<file path="config.mk">
export PLATFORM = sky130hd
export DESIGN_NAME = ip_src_arb
export DESIGN_NICKNAME = d
export VERILOG_FILES = /design/src/rtl/ip_src_arb.sv
export SDC_FILE = /design/constraint.sdc
export NUM_CORES = 1
export LEC_CHECK = 0
export BUFFER_PORTS_ARGS = -buffer_cell sky130_fd_sc_hd__buf_2
export CAP_MARGIN = 25
export CORE_AREA = 10 10 491 493
export CTS_CLUSTER_SIZE = 14
export DETAILED_ROUTE_END_ITERATION = 6
export DIE_AREA = 0 0 501 503
export PLACE_DENSITY = 0.3
export SLEW_MARGIN = 20
export SYNTH_ARGS = -nofsm -noshare
export SYNTH_HDL_FRONTEND = slang
export SYNTH_SLANG_ARGS = --single-unit
</file>
<file path="constraint.sdc">
create_clock -name clk -period 1.3 [get_ports clk]
set_input_delay 0.325 -clock clk [delete_from_list [all_inputs] [get_ports clk]]
set_output_delay 0.325 -clock clk [all_outputs]
set_load 0.01 [all_outputs]
</file>
<file path="src/rtl/ip_src_arb.sv">
// ip_src_arb: grants the IP-to-stream datapath to one of two sources for a whole packet (header + payload).
// Optional per-source completed-packet counters are enabled by defining IP_SRC_ARB_PKT_CNT_EN.

`ifndef IP_HDR_W
`define IP_HDR_W 160
`endif
`ifndef IP_HDR_BYTES
`define IP_HDR_BYTES 20
`endif
`ifndef MAC_INTERFACE_W
`define MAC_INTERFACE_W 256
`endif
`ifndef MAC_PADBYTES_W
`define MAC_PADBYTES_W 5
`endif

module ip_src_arb (
  input  logic                         clk,
  input  logic                         rst,

  input  logic                         src0_arb_hdr_val,
  input  logic [`IP_HDR_W-1:0]         src0_arb_ip_hdr,
  output logic                         arb_src0_hdr_rdy,
  input  logic                         src0_arb_data_val,
  input  logic [`MAC_INTERFACE_W-1:0]  src0_arb_data,
  input  logic                         src0_arb_data_last,
  input  logic [`MAC_PADBYTES_W-1:0]   src0_arb_data_padbytes,
  output logic                         arb_src0_data_rdy,

  input  logic                         src1_arb_hdr_val,
  input  logic [`IP_HDR_W-1:0]         src1_arb_ip_hdr,
  output logic                         arb_src1_hdr_rdy,
  input  logic                         src1_arb_data_val,
  input  logic [`MAC_INTERFACE_W-1:0]  src1_arb_data,
  input  logic                         src1_arb_data_last,
  input  logic [`MAC_PADBYTES_W-1:0]   src1_arb_data_padbytes,
  output logic                         arb_src1_data_rdy,

  output logic                         arb_dst_hdr_val,
  output logic [`IP_HDR_W-1:0]         arb_dst_ip_hdr,
  input  logic                         dst_arb_hdr_rdy,
  output logic                         arb_dst_data_val,
  output logic [`MAC_INTERFACE_W-1:0]  arb_dst_data,
  output logic                         arb_dst_data_last,
  output logic [`MAC_PADBYTES_W-1:0]   arb_dst_data_padbytes,
`ifdef IP_SRC_ARB_PKT_CNT_EN
  output logic [31:0]                  arb_pkt_cnt_0,
  output logic [31:0]                  arb_pkt_cnt_1,
`endif
  input  logic                         dst_arb_data_rdy
);

  typedef struct packed {
    logic [3:0]               version;
    logic [3:0]               ihl;
    logic [7:0]               tos;
    logic [15:0]              tot_len;
    logic [`IP_HDR_W-33:0]    rest;
  } ip_pkt_hdr;

  localparam logic [1:0]  ST_IDLE      = 2'd0;
  localparam logic [1:0]  ST_HDR       = 2'd1;
  localparam logic [1:0]  ST_DATA      = 2'd2;
  localparam logic [15:0] HDR_ONLY_LEN = 16'(`IP_HDR_BYTES);

  // Per-source views of the two input bundles so the rest of the block is indexed by grant.
  logic [1:0]                   hdr_val_vec;
  logic [1:0]                   data_val_vec;
  logic [1:0]                   data_last_vec;
  logic [`IP_HDR_W-1:0]         ip_hdr_arr  [2];
  logic [`MAC_INTERFACE_W-1:0]  data_arr    [2];
  logic [`MAC_PADBYTES_W-1:0]   pad_arr     [2];

  assign hdr_val_vec   = {src1_arb_hdr_val, src0_arb_hdr_val};
  assign data_val_vec  = {src1_arb_data_val, src0_arb_data_val};
  assign data_last_vec = {src1_arb_data_last, src0_arb_data_last};
  assign ip_hdr_arr[0] = src0_arb_ip_hdr;
  assign ip_hdr_arr[1] = src1_arb_ip_hdr;
  assign data_arr[0]   = src0_arb_data;
  assign data_arr[1]   = src1_arb_data;
  assign pad_arr[0]    = src0_arb_data_padbytes;
  assign pad_arr[1]    = src1_arb_data_padbytes;

  logic [1:0]                   state_reg, state_next;
  logic                         grant_reg, grant_next;
  logic                         last_grant_reg, last_grant_next;
  logic                         arb_pick;

  ip_pkt_hdr                    sel_hdr;
  logic                         sel_hdr_val;
  logic                         sel_data_val;
  logic                         sel_data_last;
  logic [`MAC_INTERFACE_W-1:0]  sel_data;
  logic [`MAC_PADBYTES_W-1:0]   sel_pad;

  logic                         hdr_hs;
  logic                         data_hs;
  logic                         hdr_only;
  logic                         pkt_done;
  logic [1:0]                   grant_onehot;
  logic [1:0]                   hdr_rdy_vec;
  logic [1:0]                   data_rdy_vec;

  assign sel_hdr       = ip_pkt_hdr'(ip_hdr_arr[grant_reg]);
  assign sel_hdr_val   = hdr_val_vec[grant_reg];
  assign sel_data_val  = data_val_vec[grant_reg];
  assign sel_data_last = data_last_vec[grant_reg];
  assign sel_data      = data_arr[grant_reg];
  assign sel_pad       = pad_arr[grant_reg];

  assign hdr_hs   = (state_reg == ST_HDR)  && sel_hdr_val  && dst_arb_hdr_rdy;
  assign data_hs  = (state_reg == ST_DATA) && sel_data_val && dst_arb_data_rdy;
  assign hdr_only = (sel_hdr.tot_len == HDR_ONLY_LEN);
  assign pkt_done = (hdr_hs && hdr_only) || (data_hs && sel_data_last);

  // Round-robin: on a tie the source that did not win last time gets the destination.
  always_comb begin
    arb_pick = 1'b0;
    if (hdr_val_vec[0] && hdr_val_vec[1]) begin
      arb_pick = ~last_grant_reg;
    end else begin
      arb_pick = hdr_val_vec[1];
    end
  end

  always_comb begin
    state_next      = state_reg;
    grant_next      = grant_reg;
    last_grant_next = last_grant_reg;
    case (state_reg)
      ST_IDLE: begin
        if (|hdr_val_vec) begin
          grant_next      = arb_pick;
          last_grant_next = arb_pick;
          state_next      = ST_HDR;
        end
      end
      ST_HDR: begin
        if (hdr_hs) begin
          state_next = hdr_only ? ST_IDLE : ST_DATA;
        end
      end
      ST_DATA: begin
        if (data_hs && sel_data_last) begin
          state_next = ST_IDLE;
        end
      end
      default: state_next = ST_IDLE;
    endcase
  end

  always_ff @(posedge clk) begin
    if (rst) begin
      state_reg      <= ST_IDLE;
      grant_reg      <= 1'b0;
      last_grant_reg <= 1'b1;
    end else begin
      state_reg      <= state_next;
      grant_reg      <= grant_next;
      last_grant_reg <= last_grant_next;
    end
  end

  // Only the granted source ever sees a ready; the other is held off until the next IDLE.
  for (genvar gi = 0; gi < 2; gi++) begin : g_rdy
    assign grant_onehot[gi] = (grant_reg == 1'(gi));
    assign hdr_rdy_vec[gi]  = (state_reg == ST_HDR)  && grant_onehot[gi] && dst_arb_hdr_rdy;
    assign data_rdy_vec[gi] = (state_reg == ST_DATA) && grant_onehot[gi] && dst_arb_data_rdy;
  end

  assign arb_src0_hdr_rdy  = hdr_rdy_vec[0];
  assign arb_src1_hdr_rdy  = hdr_rdy_vec[1];
  assign arb_src0_data_rdy = data_rdy_vec[0];
  assign arb_src1_data_rdy = data_rdy_vec[1];

  always_comb begin
    arb_dst_hdr_val       = 1'b0;
    arb_dst_ip_hdr        = '0;
    arb_dst_data_val      = 1'b0;
    arb_dst_data          = '0;
    arb_dst_data_last     = 1'b0;
    arb_dst_data_padbytes = '0;
    if (state_reg == ST_HDR) begin
      arb_dst_hdr_val = sel_hdr_val;
      arb_dst_ip_hdr  = sel_hdr;
    end
    if (state_reg == ST_DATA) begin
      arb_dst_data_val      = sel_data_val;
      arb_dst_data          = sel_data;
      arb_dst_data_last     = sel_data_last;
      arb_dst_data_padbytes = sel_pad;
    end
  end

`ifdef IP_SRC_ARB_PKT_CNT_EN
  // A packet counts on the handshake that returns to IDLE; plain 32-bit wrap.
  for (genvar gi = 0; gi < 2; gi++) begin : g_pkt_cnt
    logic [31:0] cnt_reg;
    always_ff @(posedge clk) begin
      if (rst) begin
        cnt_reg <= '0;
      end else if (pkt_done && grant_onehot[gi]) begin
        cnt_reg <= cnt_reg + 32'd1;
      end
    end
  end
  assign arb_pkt_cnt_0 = g_pkt_cnt[0].cnt_reg;
  assign arb_pkt_cnt_1 = g_pkt_cnt[1].cnt_reg;
`endif

endmodule
</file>
==> impl_results.md <==
* Maximum clock frequency at 461 MHz
* Net count of the mapped netlist at 1835
* Max Clock Skew at 0.000644 ns
* Final setup vio count at 430
* Max Buffers Root-to-Sink at 2
* Setup slack of the critical path after layout at -0.867 ns
* Sequence of cells on the critical path: buf_12 -> buf_12 -> clkbuf_16 -> buf_4 -> mux2i_4 -> nor2_4 -> buf_2
* Largest delay contributor family on the critical path: buffers and inverters
* Antenna-violating nets left at 0
* Number of storage elements in the synthesis netlist at 4
* Number of DRC markers after the initial detailed-route iteration at 950
* Power density normalized to cell area at 431 nW/um^2
* Cells after Synth at 983
* IO Pins at 1280
* First-pass GRT wire length at 224000 um
* Max-Slew Margin vs Limit at 0.705
* Leading area contributor after synthesis: mux2i_1
* Cell area after synthesis at 6840 sq um
* Area share of the largest cell type after synthesis at 0.621
* Number of antenna violations at the first check in global routing at 336
* Total GRT Usage at 0.143
* Max IR drop VDD at 0.000276 V
* Vias post-DR at 15400
* Largest net degree at the start of global routing at 55
* Crit Path Class: reg2out
* Number of buffers and inverters on the critical path at 5
* Pre-Repair DR Iteration Count at 5
* Portion of total power attributed to combinational logic at 0.931
* Arrival time reported for the critical path endpoint at 1.84 ns
* Max reg flops at 2
* Final cell utilization of the core at 0.0965
* Max-capacitance violation count at 0
* Number of library cell types mapped by synthesis at 27
* Psw at 4800 uW
* Violated checks: setup timing
* Static leakage at 0.00966 uW
* Overall die area at 252000 sq um
* Sum of overflow across all layers after global routing at 0
* Sequential element share of the synthesized area at 0.0117
* Initial core utilization at 0.0295
* Routed vias/inst at 2.79
* Area of all placed cells without fillers at 22300 sq um
* Net count of the finished layout at 3273
* Time the final worst path needs with I/O delays and setup at 2.17 ns
* Later-pin clock latency in the skew report at 0.23 ns
* Library cell appearing most often on the critical path: buf_12
* Total core area at 231000 sq um
* CP max FO at 12
* Cell Int Power at 4830 uW
* Mean Syn Cell Area at 6.96 sq um
* # H-tree levels at 1
* Final Max Slew Viols at 0
* Clock root buffer master: clkbuf_16
* Seq pwr share at 0.016
* Critical Path Source Type: register
* Most area-consuming cells after synthesis: mux2i_1, nor2_1, buf_6
* Final-report hold violation count at 0
* Min-delay worst type: in2reg
* CTS Buf Count at 3
* Die X at 501 um
* Area Overhead vs Synth at 227%
* Synth Warn # at 0
* HPWL reported at the end of detailed placement at 183000 um
* Worst Max-Slew Pin Slew at 0.433 ns
* Routability cong. at 0.998
* RSZ-0062 raised after global routing: true
* Data required, critical path at 0.98 ns
* Peak per-stage delay on the critical path at 0.41 ns
* CP max-delay cell: dfxtp_4
* Final routed DRC violation total at 0
* Outcome: finished, violations left
* Vertical extent of the die at 503 um
* Quantity of I/O buffers inserted on ports at 1279
* Placed Area at 19100 sq um
* Number of global-route vias before repair at 15000
* Wire length reported by the detailed router at 193000 um
* CTS Sinks at 4
* Fraction of power spent switching nets at 0.499
* Reg clk slew, reported paths at 0.03 ns
* Std-Cell Rows at 177
* Layout fillers at 27200
* Tcrit/Tclk final at 1.67
* Count of hold-fix buffers inserted at cts at 0
* Wire per inst at 34.9 um
* Clk network pwr share at 0.053
* Kind of end point of the critical path: output pin
* Ratio of cells with drive above 1 in the final layout at 0.750
* Clock tree from TritonCTS: done
final timing paths:
kind                  start  cells after the start  slack [ns]                  end
max               grant_reg                      7       -0.87  arb_dst_ip_hdr[103]
min                     rst                      2        0.34            grant_reg
max reg2reg       grant_reg                      7       -0.19         state_reg[1]
min reg2reg  last_grant_reg                      1        0.49       last_grant_reg
power groups by stage:
stage               Combinational (uW)  Clock, uW  Sequential [uW]
floorplan                         2660          0              144
global placement                  7480          0              153
detailed placement                7510          0              153
CTS                               8410        515              152
global route                      9480        521              155
finish                            8970        509              152
routing by layer:
metal,up-vias,global-route usage,wire (um)
met5,-,0,1650
met4,248,0.00825,3610
met3,591,0.0859,26300
met2,1392,0.257,93000
met1,6855,0.150,68400
li1,6325,-,-
synthesized netlist by cell type (all sizes together):
| cell type | count |
|---|---|
| and4b | 1 |
| dfxtp | 4 |
| nor4b | 4 |
| a32oi | 1 |
| nand4 | 1 |
| nor2 | 428 |
| a21oi | 1 |
| o21ai | 2 |
| and2b | 1 |
| and3 | 1 |
| o32ai | 1 |
| a211o | 2 |
| nand2 | 6 |
| buf | 94 |
| a41oi | 1 |
| nor4 | 4 |
| mux2i | 424 |
| nor3b | 1 |
| nand2b | 2 |
| nand3 | 1 |
| or3 | 1 |
| nor3 | 1 |
| clkbuf | 1 |
worst register-to-register path, delay by kind of cell, from the launching register on:
family / cells / cell delay, ns
compound gates: 3 / 0.28
buf+inv: 4 / 0.70
flops: 1 / 0.41
cell usage in the layout, fill, tap and decap left out, drive strengths merged, types with 2 or more instances in the layout:
cell type  netlist  final
buf             94   1521
mux2i          424    424
nor2           428    428
o21ai            2      2
nand2            6      6
nand2b           2      2
clkbuf           1      9
nor4             4      4
dfxtp            4      4
nor4b            4      4
a211o            2      2
diode            0     68
bufbuf           0      2
through the flow:
| step | cells | setup WS [ns] | total power (uW) | setup TNS [ns] | hold slack [ns] |
|---|---|---|---|---|---|
| after global placement | 5401 | -1.18 | 7630 | -219.95 | 0.471 |
| after detailed placement | 5401 | -1.22 | 7660 | -223.43 | 0.476 |
| final | 5531 | -0.867 | 9630 | -297.32 | 0.339 |
| after global routing | 5486 | -0.916 | 10200 | -328.72 | 0.358 |
| after floorplan | 983 | -0.117 | 2800 | -26.44 | 0.390 |
| after CTS | 5434 | -0.906 | 9080 | -321.29 | 0.337 |
kinds of logic after synthesis:
family / after synthesis / share of synthesized area
AOI/OAI and AO/OA: 8 / 0.00860
DFF: 4 / 0.0117
buffers and inverters: 95 / 0.102
and+or+nand+nor: 452 / 0.257
muxes: 424 / 0.621
layout make-up:
| class | instances | area (sq um) | area share |
|---|---|---|---|
| Tap cell | 3043 | 3810 | 0.171 |
| Multi-Input combinational cell | 884 | 7930 | 0.355 |
| Clock buffer | 4 | 78.8 | 0.00353 |
| Antenna cell | 68 | 170 | 0.00762 |
| Timing Repair Buffer | 1528 | 10300 | 0.459 |
| Sequential cell | 4 | 86.3 | 0.00387 |
timing repair:
| action | in CTS | in global routing |
|---|---|---|
| pin swaps | 0 | 6 |
| endpoints found under the setup margin | 430 | 430 |
| gates resized for setup | 217 | 251 |
| buffers inserted | 23 | 23 |
| gates cloned | 7 | 6 |
Power figures use the tool's default switching activity.
